===== src/rtl/multiplier_pkg.sv =====
// Shared types and constants for the shift-and-add multiplier.
// The signed variant is selected with MULTIPLIER_SIGNED_EN.
package multiplier_pkg;

  localparam int DEFAULT_WIDTH = 8;
  localparam int CNT_W         = $clog2(DEFAULT_WIDTH + 1);

  typedef enum logic [1:0] {
    IDLE = 2'd0,
    BUSY = 2'd1,
    DONE = 2'd2
  } state_e;

endpackage


===== src/rtl/mult_shift_add_dp.sv =====
// Datapath: operand registers, accumulator, one adder/subtractor and the shifter.
// Define MULTIPLIER_SIGNED_EN for two's complement operands.
module mult_shift_add_dp
  import multiplier_pkg::*;
#(
  parameter int WIDTH = DEFAULT_WIDTH
) (
  input  logic               clk,
  input  logic               reset,
  input  logic               load,
  input  logic               step,
  input  logic               last,
  input  logic [WIDTH-1:0]   md,
  input  logic [WIDTH-1:0]   mr,
  output logic [2*WIDTH-1:0] acc_next
);

  logic [WIDTH-1:0]   md_q, md_d;
  logic [WIDTH-1:0]   mr_q, mr_d;
  logic [2*WIDTH-1:0] acc_q, acc_d;
  logic [WIDTH-1:0]   addend;
  logic [WIDTH:0]     sum;
  logic [2*WIDTH:0]   shifted;
  logic               unused_lsb;

  always_comb begin
    addend = mr_q[0] ? md_q : '0;
`ifdef MULTIPLIER_SIGNED_EN
    // Sign-extend both sides; the sign bit of mr carries negative weight, so subtract last.
    if (last) begin
      sum = {acc_q[2*WIDTH-1], acc_q[2*WIDTH-1:WIDTH]} - {addend[WIDTH-1], addend};
    end else begin
      sum = {acc_q[2*WIDTH-1], acc_q[2*WIDTH-1:WIDTH]} + {addend[WIDTH-1], addend};
    end
`else
    sum = {1'b0, acc_q[2*WIDTH-1:WIDTH]} + {1'b0, addend};
`endif
    // The extra sum bit becomes the new MSB, which gives the carry-in or sign-extending shift.
    shifted    = {sum, acc_q[WIDTH-1:0]};
    acc_next   = shifted[2*WIDTH:1];
    unused_lsb = shifted[0] ^ last;
  end

  always_comb begin
    md_d  = md_q;
    mr_d  = mr_q;
    acc_d = acc_q;
    if (load) begin
      md_d  = md;
      mr_d  = mr;
      acc_d = '0;
    end else if (step) begin
      mr_d  = mr_q >> 1;
      acc_d = acc_next;
    end
  end

  always_ff @(posedge clk) begin
    if (reset) begin
      md_q  <= '0;
      mr_q  <= '0;
      acc_q <= '0;
    end else begin
      md_q  <= md_d;
      mr_q  <= mr_d;
      acc_q <= acc_d;
    end
  end

endmodule


===== src/rtl/multiplier_8x8.sv =====
// Sequential shift-and-add multiplier: control FSM, iteration counter and product register.
// Define MULTIPLIER_SIGNED_EN for signed operands; latency and handshake are unchanged.
module multiplier_8x8
  import multiplier_pkg::*;
#(
  parameter int WIDTH = DEFAULT_WIDTH
) (
  input  logic               clk,
  input  logic               reset,
  input  logic               start,
  input  logic [WIDTH-1:0]   md,
  input  logic [WIDTH-1:0]   mr,
  output logic [2*WIDTH-1:0] product,
  output logic               done
);

  localparam int CW = $clog2(WIDTH + 1);

  state_e             state_q, state_d;
  logic [CW-1:0]      cnt_q, cnt_d;
  logic [2*WIDTH-1:0] product_q, product_d;
  logic [2*WIDTH-1:0] acc_next;
  logic               load;
  logic               step;
  logic               last;

  assign last = (cnt_q == CW'(WIDTH - 1));

  always_ff @(posedge clk) begin
    if (reset) begin
      state_q <= IDLE;
    end else begin
      state_q <= state_d;
    end
  end

  always_comb begin
    state_d = state_q;
    case (state_q)
      IDLE:    if (start) state_d = BUSY;
      BUSY:    if (last)  state_d = DONE;
      DONE:    state_d = IDLE;
      default: state_d = IDLE;
    endcase
  end

  always_comb begin
    load = (state_q == IDLE) && start;
    step = (state_q == BUSY);
    done = (state_q == DONE);
  end

  always_comb begin
    cnt_d     = cnt_q;
    product_d = product_q;
    if (load) begin
      cnt_d = '0;
    end else if (step) begin
      cnt_d = cnt_q + CW'(1);
    end
    // Only the final iteration's accumulator is ever published.
    if (step && last) begin
      product_d = acc_next;
    end
  end

  always_ff @(posedge clk) begin
    if (reset) begin
      cnt_q     <= '0;
      product_q <= '0;
    end else begin
      cnt_q     <= cnt_d;
      product_q <= product_d;
    end
  end

  assign product = product_q;

  mult_shift_add_dp #(
    .WIDTH(WIDTH)
  ) u_dp (
    .clk     (clk),
    .reset   (reset),
    .load    (load),
    .step    (step),
    .last    (last),
    .md      (md),
    .mr      (mr),
    .acc_next(acc_next)
  );

endmodule


===== config.mk =====
export PLATFORM = sky130hd
export DESIGN_NAME = multiplier_8x8
export DESIGN_NICKNAME = d
export VERILOG_FILES = /design/src/rtl/multiplier_pkg.sv /design/src/rtl/mult_shift_add_dp.sv /design/src/rtl/multiplier_8x8.sv
export SDC_FILE = /design/constraint.sdc
export NUM_CORES = 1
export LEC_CHECK = 0
export CORE_MARGIN = 4
export CORE_UTILIZATION = 40
export CTS_CLUSTER_DIAMETER = 150
export CTS_CLUSTER_SIZE = 16
export DETAILED_ROUTE_END_ITERATION = 16
export MAX_ROUTING_LAYER = met4
export PLACE_DENSITY = 0.71
export RECOVER_POWER = 100
export SYNTH_ARGS = -nofsm -noshare
export SYNTH_HDL_FRONTEND = slang
export SYNTH_SLANG_ARGS = --single-unit

===== constraint.sdc =====
create_clock -name clk -period 4.86 [get_ports clk]
set_input_delay 0.729 -clock clk [delete_from_list [all_inputs] [get_ports clk]]
set_output_delay 0.729 -clock clk [all_outputs]
set_load 0.02 [all_outputs]

# After elaboration in Yosys (flattened, before gate mapping)
# Index checks and enable logic that the tools add are counted.
[totals]
ff_bits = 54
memories = 0
wordCells = 25
latch_bits = 0
romBits = 0
mem_bits_rw = 0
[classes]
n_addsub = 2
n_mul = 0
n_reduce_logical = 6
n_bitwise = 0
n_shift = 0
n_div = 0
n_lt_le_gt_ge = 0
n_eq_ne = 5
muxes = 6
[op_table]
columns = ["cell", "count"]
rows = [
  ["$mux W8", 3],
  ["$add A8 B8 Y9", 1],
  ["$add A4 B1 Y4 const B", 1],
  ["$eq A4 B3 Y1 const B", 1],
  ["$mux W2", 2],
  ["$pmux W2 S2", 1],
  ["$eq A2 B1 Y1 const B", 1],
  ["$eq A2 B2 Y1 const B", 1],
  ["$logic_and A1 B1 Y1", 2],
  ["$logic_not A2 Y1", 1],
  ["$ne A2 B1 Y1 const B", 1],
  ["$ne A2 B2 Y1 const B", 1],
  ["$reduce_and A2 Y1", 1],
  ["$reduce_bool A2 Y1", 1],
  ["$reduce_or A2 Y1", 1],
]

# Longest topological paths before layout
[depth]
word_depth = 3
mapped_depth = 7
depth_no_buf = 7

# By module
# From an unflattened synthesis, not the netlist that was laid out.
[hier_totals]
cells_unflattened = 298
area_unflattened_um2 = 2568.7
[by_module_without_submodules]
columns = ["module", "instances", "seq_area_each_um2", "area_per_inst_um2", "cells_per_inst"]
rows = [
  ["mult_shift_add_dp", 1, 620.6, 1684.1, 197],
  ["multiplier_8x8", 1, 440.4, 884.6, 101],
]

# Worst setup path after synthesis
# No wires, ideal clock.
[synth_timing]
path_type = "flip-flop to flip-flop"
startpoint = "reg u_dp.mr_q[0]"
endpoint = "reg u_dp.acc_q[13]"
path_buffers = 0
required_time_ns = 4.798
synth_period_minus_slack_ns = 2.034
setup_ns = 0.062
setup_slack_ns = 2.826
path_stages_with_launch = 8
arrival_time_ns = 1.973
cell_sequence = "dfxtp_1 and2_1 ha_1 fa_1 a21oi_1 o21ai_1 a2111o_1 nand3_1"
[synth_via]
elab_chain_len = 2
[synth_rtl]
columns = ["element", "line_no", "source"]
rows = [
  ["from (decl)", "mult_shift_add_dp.sv:19", "logic [WIDTH-1:0] mr_q, mr_d;"],
  ["from (signal assigned)", "mult_shift_add_dp.sv:65", "mr_q <= mr_d;"],
  ["$mux W8", "mult_shift_add_dp.sv:27", "addend = mr_q[0] ? md_q : '0;"],
  ["$add A8 B8 Y9", "mult_shift_add_dp.sv:36", "sum = {1'b0, acc_q[2*WIDTH-1:WIDTH]} + {1'b0, addend};"],
  ["to (signal assigned)", "mult_shift_add_dp.sv:62", "acc_q <= '0;"],
  ["to (signal assigned)", "mult_shift_add_dp.sv:66", "acc_q <= acc_d;"],
  ["to (decl)", "mult_shift_add_dp.sv:20", "logic [2*WIDTH-1:0] acc_q, acc_d;"],
]
# Every way passes these cells.
# A chain may end at the register's enable or synchronous reset.

==> out/metrics.yaml <==
synth:
  synth_edf_count: 0
  ys.flop_type: "dfxtp_1"
  synth_top_area_share_pct: 44.8
  async_reset_ff_share_pct: 0
  syn_area_per_cell_um2: 8.14
  syn_inst: 291
  syn_nets: 320
  yosysSeqAreaShare_pct: 44.8
  yosys-top-cells-area: "dfxtp_1 45%, nand2_1 11%, a21oi_1 8.9%"
  ys_ff_latch: 53
  syn_area_um2: 2370
  synth_top_cell_by_area: "dfxtp_1"
  synth_cell_types: 37
  synth_warnings: 0
clocking:
  cts_buffers: 5
  post_cts.repair.setup_buffers: 0
  holdBufCountCts: 0
  clock-sinks: 53
  htree_levels: 2
  cts_resized: 0
  clk_pin_slew_ps: 90
  insertion_delay_ps: 310
  clockBufferDepth: 2
  cts_tree: "built"
  cts-root-buf: "clkbuf_8"
grt:
  overflow: 0
  use_met1_pct: 19.5
  grt_use_met2_pct: 23.6
  antenna_found_initial: 0
  grt_max_degree: 29
  met3_usage_pct: 2.62
  grt_pass1_vias: 1912
  grt_pass1_wl_mm: 8.78
  top_usage_layer: "met2"
  grt_usage_pct: 15.0
power_and_ir_drop:
  ir_drop_v: 0.000138
  p_int_uw: 625
  switchingPower_uw: 191
  swShare_pct: 23.4
  power_frac_comb_pct: 8.2
  p_seq_share_pct: 55.3
  p_leak_uw: 0.00107
  clkPwrFrac_pct: 36.5
  powerDensity_nw_per_um2: 287
placed_design:
  dp_slack_ps: 2210
  io_buffer_count: 35
  globalplace.congestion: 0.912
  hpwl_mm: 3.53
flow_run:
  drv_cap: 0
die:
  coreArea_um2: 5640
  die_width_um: 85.0
  boundaryPins: 36
  die_h_um: 85.0
  num_rows: 27
  initial_utilization_pct: 42.0
  die_area_um2: 7220
worst_hold_path:
  hp-class: "register to register"
route:
  drc: 0
  viasPerCell: 5.11
  vias: 1992
  wl_per_cell_um: 12.7
  first_pass_iters: 4
  first_iter_violations: 120
  wl_mm: 4.96
  ant_nets: 0
sta:
  finalMaxSlewViolations: 0
  worst_slew_pin_slew_ps: 1040
  min_period_over_period_pct: 59.2
  rsz0062_at_grt: "no"
  skew_ps: 9.84
  setup_viol: 0
  final.setup.worst_slack_ps: 1980
  slew_headroom_pct: 30.7
  max_freq_mhz: 348
  period_needed_ps: 2880
  finalSetupTns_ps: 0
  finalHoldViolCount: 0
final_layout:
  antenna_cells: 0
  layout_common_cells: "71 x nand2_1, 53 x dfxtp_1, 42 x a21oi_1"
  final_common_cell: "nand2_1"
  ff_latch_area_um2: 1060
  nFillCells: 535
  fin_nets: 347
  syn_to_final_growth_pct: 20.0
  multi_input_area_um2: 1200
  drive_above_1_share_pct: 2.52
critical_path:
  worstSetupPathType: "primary input to register"
  cp.arrival_ps: 3080
  cp-end-kind: "register"
  required_ps: 5060
  critPathMaxFanout: 26
  critPathLaunchType: "primary input"
status:
  status: "finished clean"
[final timing paths]
check | start | endpoint | slack [ps] | cells after the start
max | reset | product[13] | 1980 | 5
min | product[6] | product[6] | 450 | 2
max reg2reg | u_dp.mr_q[0] | product[13] | 2500 | 7
min reg2reg | product[6] | product[6] | 450 | 2
[through the flow]
step / hold slack (ps) / utilization (%) / cells / power, uW / cell area, um^2
after global routing: 476 / 50.4 / 390 / 851 / 2840
after floorplan: 432 / - / 291 / 504 / 2370
after global placement: 439 / 48.8 / 383 / 529 / 2760
final: 454 / 50.4 / 390 / 816 / 2840
after CTS: 458 / 50.7 / 390 / 823 / 2860
after detailed placement: 444 / 48.8 / 383 / 531 / 2760
[critical path, stage by stage]
cell	delay, ps
dlygate4sd3_1	960
clkbuf_1	830
nand2b_1	190
a2111oi_0	60
a211o_1	290
[Yosys cell counts, types with 3 or more instances]
cell type and instances:
buf_2 12, nand2_1 71, inv_1 4, o211ai_1 4
dfxtp_1 53, ha_1 9, nor4_1 4, nand3_1 8
and2_1 9, xor2_1 3, a211oi_1 3, o21ai_0 7
a21oi_1 42, nand3b_1 4, clkbuf_1 5, nor2_1 10
xnor2_1 4, nand2b_1 3, a22oi_1 7, nor3_1 4
nor3b_1 3
[cell families (layout without fill, tap and decap cells)]
family,count (synthesis),in the layout,share of synthesized area (%)
and+or+nand+nor,123,123,23.7
DFF,53,53,44.8
buffers and inverters,22,49,4.12
xor gates and xnor gates,7,7,2.59
AOI/OAI and AO/OA,76,76,19.3
adders and majority gates,10,10,5.60
[layer usage]
layer	part of all wire, %	vias up
met5	0	-
met4	1.3	0
met3	4.5	5
met2	44	43
met1	50	890
li1	-	1054
[state kept, by name, indices dropped and copies added, names as in the netlist]
name and flops:
u_dp.md_q 8, state_q 2, cnt_q 4, product 16
u_dp.acc_q 15, u_dp.mr_q 8
[area by class of cell]
class                   instances  area share [%]
multi-input cells             216            42.4
flip-flops and latches         53            37.3
repair buffers                 38            12.8
well taps                      72            3.17
clock buffers                   5            2.42
clock inverters                 2            1.36
inverters                       4           0.528
[power by group through the flow]
stage / Combinational [uW] / Clock (uW) / Sequential [uW]
floorplan: 44.3 / 0 / 460
finish: 66.8 / 298 / 451
global placement: 67.9 / 0 / 461
detailed placement: 68.8 / 0 / 462
global route: 76.1 / 322 / 453
CTS: 69.0 / 302 / 452
Power figures use the tool's default switching activity.
